File: src/rtl/timer_array.sv
// Multi-channel down-counter/timer with per-channel prescaler, mode and interrupt
// enable; sticky pending flags are combined into a single registered IRQ.
module timer_array #(
  parameter int CH = 3,
  parameter int W  = 32,
  parameter int AW = (($clog2(CH) + 2) < 3) ? 3 : ($clog2(CH) + 2)
) (
  input  logic          clk,
  input  logic          rstn,
  input  logic          we,
  input  logic [AW-1:0] addr,
  input  logic [W-1:0]  wdata,
  output logic [W-1:0]  rdata,
  output logic [CH-1:0] tick_out,
  output logic          irq
);

  localparam int CW = AW - 2;

  localparam logic [1:0] REG_LOAD   = 2'd0;
  localparam logic [1:0] REG_CTRL   = 2'd1;
  localparam logic [1:0] REG_COUNT  = 2'd2;
  localparam logic [1:0] REG_STATUS = 2'd3;

  localparam logic [1:0] MODE_PERIODIC = 2'b01;
  localparam logic [1:0] MODE_SQUARE   = 2'b10;

  logic [CW-1:0] sel_ch;
  logic [1:0]    sel_reg;
  logic          sel_ok;
  logic [15:0]   wd_lo;
  logic          wd_unused;

  assign sel_ch    = addr[AW-1:2];
  assign sel_reg   = addr[1:0];
  assign sel_ok    = (32'(sel_ch) < 32'(CH));
  assign wd_lo     = 16'(wdata);
  assign wd_unused = ^wd_lo[7:4];

  logic [W-1:0]  load_q  [CH];
  logic [W-1:0]  load_d  [CH];
  logic [W-1:0]  count_q [CH];
  logic [W-1:0]  count_d [CH];
  logic [7:0]    pre_q   [CH];
  logic [7:0]    pre_d   [CH];
  logic [7:0]    p_q     [CH];
  logic [7:0]    p_d     [CH];
  logic [1:0]    mode_q  [CH];
  logic [1:0]    mode_d  [CH];
  logic [CH-1:0] en_q, en_d;
  logic [CH-1:0] ie_q, ie_d;
  logic [CH-1:0] pend_q, pend_d;
  logic [CH-1:0] tick_q, tick_d;
  logic          irq_q, irq_d;

  always_comb begin : next_state
    logic hit, load_we, ctrl_we, clr_we, step, expiry;
    hit     = 1'b0;
    load_we = 1'b0;
    ctrl_we = 1'b0;
    step    = 1'b0;
    expiry  = 1'b0;
    clr_we  = we && sel_ok && (sel_reg == REG_STATUS);
    en_d    = en_q;
    ie_d    = ie_q;
    pend_d  = pend_q;
    tick_d  = tick_q;
    for (int i = 0; i < CH; i++) begin
      load_d[i]  = load_q[i];
      count_d[i] = count_q[i];
      pre_d[i]   = pre_q[i];
      p_d[i]     = p_q[i];
      mode_d[i]  = mode_q[i];

      hit     = we && sel_ok && (sel_ch == CW'(i));
      load_we = hit && (sel_reg == REG_LOAD);
      ctrl_we = hit && (sel_reg == REG_CTRL);
      // A LOAD/CTRL write landing on a step cycle swallows that step entirely.
      step    = en_q[i] && (p_q[i] == pre_q[i]) && !load_we && !ctrl_we;
      expiry  = step && (count_q[i] == '0);

      if (en_q[i]) p_d[i] = (p_q[i] == pre_q[i]) ? 8'd0 : p_q[i] + 8'd1;

      if (step) begin
        if (count_q[i] != '0) begin
          count_d[i] = count_q[i] - W'(1);
        end else if (mode_q[i] == MODE_PERIODIC || mode_q[i] == MODE_SQUARE) begin
          count_d[i] = load_q[i];
        end else begin
          en_d[i] = 1'b0;
        end
      end

      tick_d[i] = (mode_q[i] == MODE_SQUARE) ? (tick_q[i] ^ expiry) : expiry;

      // Expiry beats a coincident write-1-to-clear.
      if (clr_we && wd_lo[i]) pend_d[i] = 1'b0;
      if (expiry) pend_d[i] = 1'b1;

      if (load_we) begin
        load_d[i]  = wdata;
        count_d[i] = wdata;
        p_d[i]     = 8'd0;
      end
      if (ctrl_we) begin
        en_d[i]   = wd_lo[0];
        mode_d[i] = wd_lo[2:1];
        ie_d[i]   = wd_lo[3];
        pre_d[i]  = wd_lo[15:8];
        p_d[i]    = 8'd0;
        tick_d[i] = 1'b0;
      end
    end
    irq_d = |(pend_d & ie_d);
  end

  always_ff @(posedge clk or negedge rstn) begin
    if (!rstn) begin
      for (int i = 0; i < CH; i++) begin
        load_q[i]  <= '0;
        count_q[i] <= '0;
        pre_q[i]   <= '0;
        p_q[i]     <= '0;
        mode_q[i]  <= '0;
      end
      en_q   <= '0;
      ie_q   <= '0;
      pend_q <= '0;
      tick_q <= '0;
      irq_q  <= 1'b0;
    end else begin
      for (int i = 0; i < CH; i++) begin
        load_q[i]  <= load_d[i];
        count_q[i] <= count_d[i];
        pre_q[i]   <= pre_d[i];
        p_q[i]     <= p_d[i];
        mode_q[i]  <= mode_d[i];
      end
      en_q   <= en_d;
      ie_q   <= ie_d;
      pend_q <= pend_d;
      tick_q <= tick_d;
      irq_q  <= irq_d;
    end
  end

  always_comb begin : readback
    rdata = '0;
    for (int i = 0; i < CH; i++) begin
      if (sel_ok && (sel_ch == CW'(i))) begin
        case (sel_reg)
          REG_LOAD:  rdata = load_q[i];
          REG_CTRL:  rdata = W'({16'd0, pre_q[i], 4'd0, ie_q[i], mode_q[i], en_q[i]});
          REG_COUNT: rdata = count_q[i];
          default:   rdata = W'(pend_q);
        endcase
      end
    end
  end

  assign tick_out = tick_q;
  assign irq      = irq_q;

endmodule

File: config.mk
export PLATFORM = sky130hd
export DESIGN_NAME = timer_array
export DESIGN_NICKNAME = d
export VERILOG_FILES = /design/src/rtl/timer_array.sv
export SDC_FILE = /design/constraint.sdc
export NUM_CORES = 1
export LEC_CHECK = 0
export ABC_CLOCK_PERIOD_IN_PS = 4250
export CAP_MARGIN = 20
export CELL_PAD_IN_SITES_DETAIL_PLACEMENT = 0
export CELL_PAD_IN_SITES_GLOBAL_PLACEMENT = 1
export CORE_MARGIN = 2
export CORE_UTILIZATION = 43
export DETAILED_ROUTE_END_ITERATION = 7
export PLACE_DENSITY_LB_ADDON = 0.1
export SYNTH_ARGS = -nofsm -noshare
export SYNTH_HDL_FRONTEND = slang
export SYNTH_SLANG_ARGS = --single-unit
File: constraint.sdc
create_clock -name clk -period 4.25 [get_ports clk]
set_input_delay 1.275 -clock clk [delete_from_list [all_inputs] [get_ports clk]]
set_output_delay 1.275 -clock clk [all_outputs]
set_load 0.01 [all_outputs]
Yosys cells after proc, flatten, opt, wreduce, memory -nomap -nowiden
Index checks and enable logic that the tools add are counted.
Word-level totals
  flip-flop bits (word level): 259
  input bits: 39
  output and inout port bits: 36
  logic and storage cells: 175
Operators by class
  add/sub/neg operators: 6
  order comparisons: 1
  eq/ne operators: 20
  multiplexer cells: 57
  bitwise gates (word level): 4
  reduce and logical (&&, ||, !) cells: 65
Operators by type and width (number)
  $mux W32: 15
  $pmux W32 S3: 3
  $logic_not A32 Y1: 3
  $mux W8: 12
  $reduce_bool A32 Y1: 3
  $sub A32 B1 Y32 const B: 3
  $logic_and A1 B1 Y1: 29
  $mux W1: 27
  $add A8 B1 Y8 const B: 3
  $eq A8 B8 Y1: 3
  $reduce_bool A3 Y1: 6
  $eq A2 B2 Y1 const B: 6
  $ne A2 B2 Y1 const B: 6
  $reduce_bool A2 Y1: 6
  $eq A2 B1 Y1 const B: 5
  $reduce_and A3 Y1: 3
  $logic_not A1 Y1: 6
  $reduce_and A2 Y1: 3
  $logic_not A2 Y1: 2
  $and A3 B3 Y3: 1
  $logic_or A1 B1 Y1: 3
  $reduce_or A3 Y1: 1
  $xor A1 B1 Y1: 3
  $lt A2 B2 Y1 const B: 1

Logic depth before layout (Yosys ltp)
  depth after elaboration: 11
  gate-level depth with buffers: 10
  depth with buffers taken out: 8

Least setup slack after synthesis
No wires, ideal clock.
  kind: input -> output
  start point: input port addr[2]
  end point: output port rdata[18]
  arrival: 3.098 ns
  data required time: 2.975 ns
  path slack: -0.123 ns
  cell stages on the path: 6
  path buffers: 3
  cell sequence: clkbuf_1 -> clkbuf_1 -> buf_2 -> mux4_2 -> a222oi_1 -> inv_1
On the way
  cells in the longest elaborated chain, start to end: 5
  elaborated cells on any way between the ends: 10
  those cells by class: 1 x order compare; 2 x eq/ne; 3 x mux; 4 x reduce/logical
RTL lines
  from (decl): line 11  | input logic [AW-1:0] addr,
  $lt A2 B2 Y1 or $logic_not A2 Y1 (tied branches): line 36, 150
  $logic_and A1 B1 Y1: line 150  | if (sel_ok && (sel_ch == CW'(i))) begin
  $mux W32 (2 in series): line 150
  $mux W32 (*): line 150
  to (decl): line 13  | output logic [W-1:0] rdata,
Every way passes the cells marked *; elsewhere a longest branch is shown, timed or not.

Final worst setup path
  start point: input port addr[1]
  end point: output port rdata[10]
On the way
  cells in the longest elaborated chain, start to end: 5
  elaborated cells on any way between the ends: 9
  those cells by class: 2 x eq/ne; 6 x mux; 1 x reduce/logical
RTL lines
  $eq A2 B2 Y1 (tied with other cells): line 151  | case (sel_reg)
  $pmux W32 S3: line 151
  $mux W32 (2 in series): line 150
  $mux W32 (*): line 150
Marked as above.

==> flow_metrics.env <==
export IMPL_status="finished, final reports clean"
export IMPL_synthMuxAreaShare=0.07936
export IMPL_drive_gt1_frac=0.1482
export IMPL_dieArea_mm2=0.03833
export IMPL_syn2layout_area_growth_pct=19.18
export IMPL_drc=0
export IMPL_hpwlAfterDp_um=45160
export IMPL_synth_xor_area_share=0.04652
export IMPL_synth_seq_cells=259
export IMPL_worst_slack_ns=0.02721
export IMPL_vias_per_cell=6.298
export IMPL_ant_nets=0
export IMPL_pin_count=75
export IMPL_min_period_ns=4.223
export IMPL_overflow=0
export IMPL_die_y_um=195.8
export IMPL_grt_max_degree=97
export IMPL_synth_ff_type="dfrtp_1"
export IMPL_die_w_um=195.8
export IMPL_cts_hold_buf=0
export IMPL_via_count=15070
export IMPL_cts_tree="built"
export IMPL_final_common_cell="nand2_1"
export IMPL_grt_first_pass_wirelength_um=94970
export IMPL_crit_required_ns=2.97
export IMPL_fin_util=0.5173
export IMPL_std_cell_rows=70
export IMPL_critPathKind="in2out"
export IMPL_synth_top_family_by_area="simple AND/OR/NAND/NOR gates"
export IMPL_start_kind="primary input"
export IMPL_maxCapViolCount=0
export IMPL_syn_instance_count=1800
export IMPL_dp_cells=2331
export IMPL_path_max_fanout=11
export IMPL_antenna_found_initial=3
export IMPL_synth_avg_cell_area_um2=8.786
export IMPL_drt_iter0_markers=1622
export IMPL_stdcell_count=2392
export IMPL_layout_nets=1952
export IMPL_synth_edf_count=0
export IMPL_slowest_stage="dlygate4sd2_1"
export IMPL_start_util=0.4340
export IMPL_slew_headroom=0.3568
export IMPL_max_clock_path_buffers=3
export IMPL_ys_seq_area_frac=0.4098
export IMPL_drv_slew=0
export IMPL_period_share=0.9936
export IMPL_synthAdderAreaFrac=0.009494
export IMPL_syn_area_mm2=0.01581
export IMPL_min_path_type="reg2reg"
export IMPL_fmax_ghz=0.2368
export IMPL_power_density_mw_per_mm2=564.5
export IMPL_cp_slowest_stage_delay_ns=0.30
export IMPL_layout_common_cells="nand2_1 (416), dfrtp_1 (259), nor2_1 (113)"
export IMPL_routedWlPerCell_um=25.98
export IMPL_path_clk_slew_ns=0.06
export IMPL_tightest_slew_ns=0.9560
export IMPL_fin_worst_skew_ns=0.01224
export IMPL_postSynth_asyncResetShare=1.000
export IMPL_cts_buffers=31
export IMPL_synth_cell_types=86
export IMPL_dr_pass1_iters=8
export IMPL_synth_compound_area_frac=0.1671
export IMPL_core_area_mm2=0.03643
export IMPL_h_tree_depth=1
export IMPL_p_leak_nw=8.470
export IMPL_grt_pass1_vias=14460
export IMPL_end_kind="primary output"
export IMPL_setup_violations=0
export IMPL_dp_slack_ns=-0.4383
export IMPL_synth_simple_area_share=0.2436
export IMPL_hold_violations=0
export IMPL_cts_num_sinks=259
export IMPL_drt_total_wl_um=62140
export IMPL_grt_use_total=0.3273
export IMPL_crit_arrival_ns=2.95
export IMPL_vdd_drop_max_mv=0.3143
export IMPL_cp_cell_sequence="buf_2 -> nor2b_4 -> buf_4 -> bufbuf_16 -> a21oi_1 -> a22o_1 -> a211oi_2 -> dlygate4sd2_1"
export IMPL_gp_congestion=0.9593
export IMPL_syn_nets=1851
export IMPL_synth_warning_count=0
export IMPL_ctsRootBufferMaster="clkbuf_16"
export IMPL_insertion_delay_ns=0.60
export IMPL_port_buffers=74
metal layers:
layer / wire length (µm) / track usage / vias up
li1: - / - / 6752
met1: 26890 / 0.4638 / 7516
met2: 28070 / 0.5111 / 686
met3: 5266 / 0.06378 / 112
met4: 1901 / 0.09400 / 0
met5: 0 / 0 / -
cells in the mapped netlist, drive strengths merged, types with 3 or more instances:
master  number  area (µm²)
or4         10       82.58
ha          12       150.1
a32oi        6       52.55
xor2        34       297.8
nor4        37       286.5
inv         29       108.9
nor3        40       210.2
nand4b       4       35.03
nor2       115       431.7
and4         9       78.83
mux2i       50       500.5
a21o         3       22.52
o21ai       66       330.3
clkbuf      78       299.0
nor4b        4       41.29
o31ai       10       75.07
or3         17       106.4
or3b         5       43.79
or2          7       43.80
mux2        35       394.1
nor3b        8       60.06
xnor2       50       437.9
mux4        16       360.4
nand3b       5       41.29
a211oi      33       247.7
and3        23       143.9
nand4       23       165.2
a31oi       13       81.33
nand2b       7       43.79
o211ai      28       210.2
a21oi       90       450.4
a222oi      23       230.2
a22oi       16       120.1
nor2b        6       37.54
a221o       34       340.3
nand2      417        1568
nand3       73       370.4
a22o        11       96.34
a21boi       7       52.55
dfrtp      259        6481
buf         43       276.5
a211o        8       70.07
final timing paths:
| path | from | endpoint | slack, ns | depth (start not counted) |
|---|---|---|---|---|
| worst max-delay path | addr[1] | rdata[10] | 0.03 | 8 |
| worst min-delay path | load_q[38] | load_q[38] | 0.51 | 2 |
| worst max register to register | count_q[91] | tick_out[0] | 0.91 | 7 |
| worst min register to register | load_q[38] | load_q[38] | 0.51 | 2 |
| max in group asynchronous | rstn | load_q[15] | 2.66 | 2 |
| min in group asynchronous | rstn | load_q[20] | 0.71 | 1 |
through the flow:
step                area, µm²  setup TNS (ns)  hold slack, ns  total power [mW]
detailed placement      17650          -10.28          0.4895             7.823
global route            18840        -0.01077          0.5237             11.24
finish                  18850               0          0.5090             10.64
floorplan               15820               0          0.4525             6.347
global placement        17650          -8.578          0.4818             7.785
CTS                     18810               0          0.5045             10.60
area by class of cell:
type                    count  area (µm²)
diodes                      1       2.502
clock buffers              48       939.7
clock inverters             7       102.6
fillers                  3418       17590
inverters                  30       112.6
multi-input cells        1389        8782
flip-flops and latches    259        6481
well taps                 468       585.6
repair buffers            190        1841
sequential cells by signal, summed over array words and instances, names as in the netlist, 3 cells and up:
signal,count
pend_q,3
tick_out,3
load_q,96
p_q,24
ie_q,3
mode_q,6
pre_q,24
count_q,96
en_q,3
power breakdown:
| group | internal (mW) | leakage (nW) | switching [mW] | total, mW |
|---|---|---|---|---|
| clock network | 1.63 | 0.512 | 1.11 | 2.74 |
| logic | 1.55 | 4.67 | 1.90 | 3.45 |
| registers | 3.18 | 3.28 | 1.26 | 4.45 |
| total | 6.36 | 8.47 | 4.28 | 10.6 |
kinds of logic after synthesis:
family / Yosys count
xor gates and xnor gates: 84
AOI/OAI and AO/OA: 375
muxes: 101
DFF: 259
and+or+nand+nor: 817
adders and majority gates: 12
buffers and inverters: 152
critical path: cells and delay by family:
kind,cells,cell delay (ns)
AO/OA/AOI/OAI,3,0.60
buffers and inverters,4,0.85
AND/OR/NAND/NOR,1,0.21
timing repair:
action                                 in CTS  in global routing
resized for setup                          51                 22
endpoints found under the hold margin       0                  0
setup endpoints to repair                  32                 19
setup buffers                               1                  3
gates cloned                                2                  0
pin swaps                                  12                  8
Power figures use the tool's default switching activity.
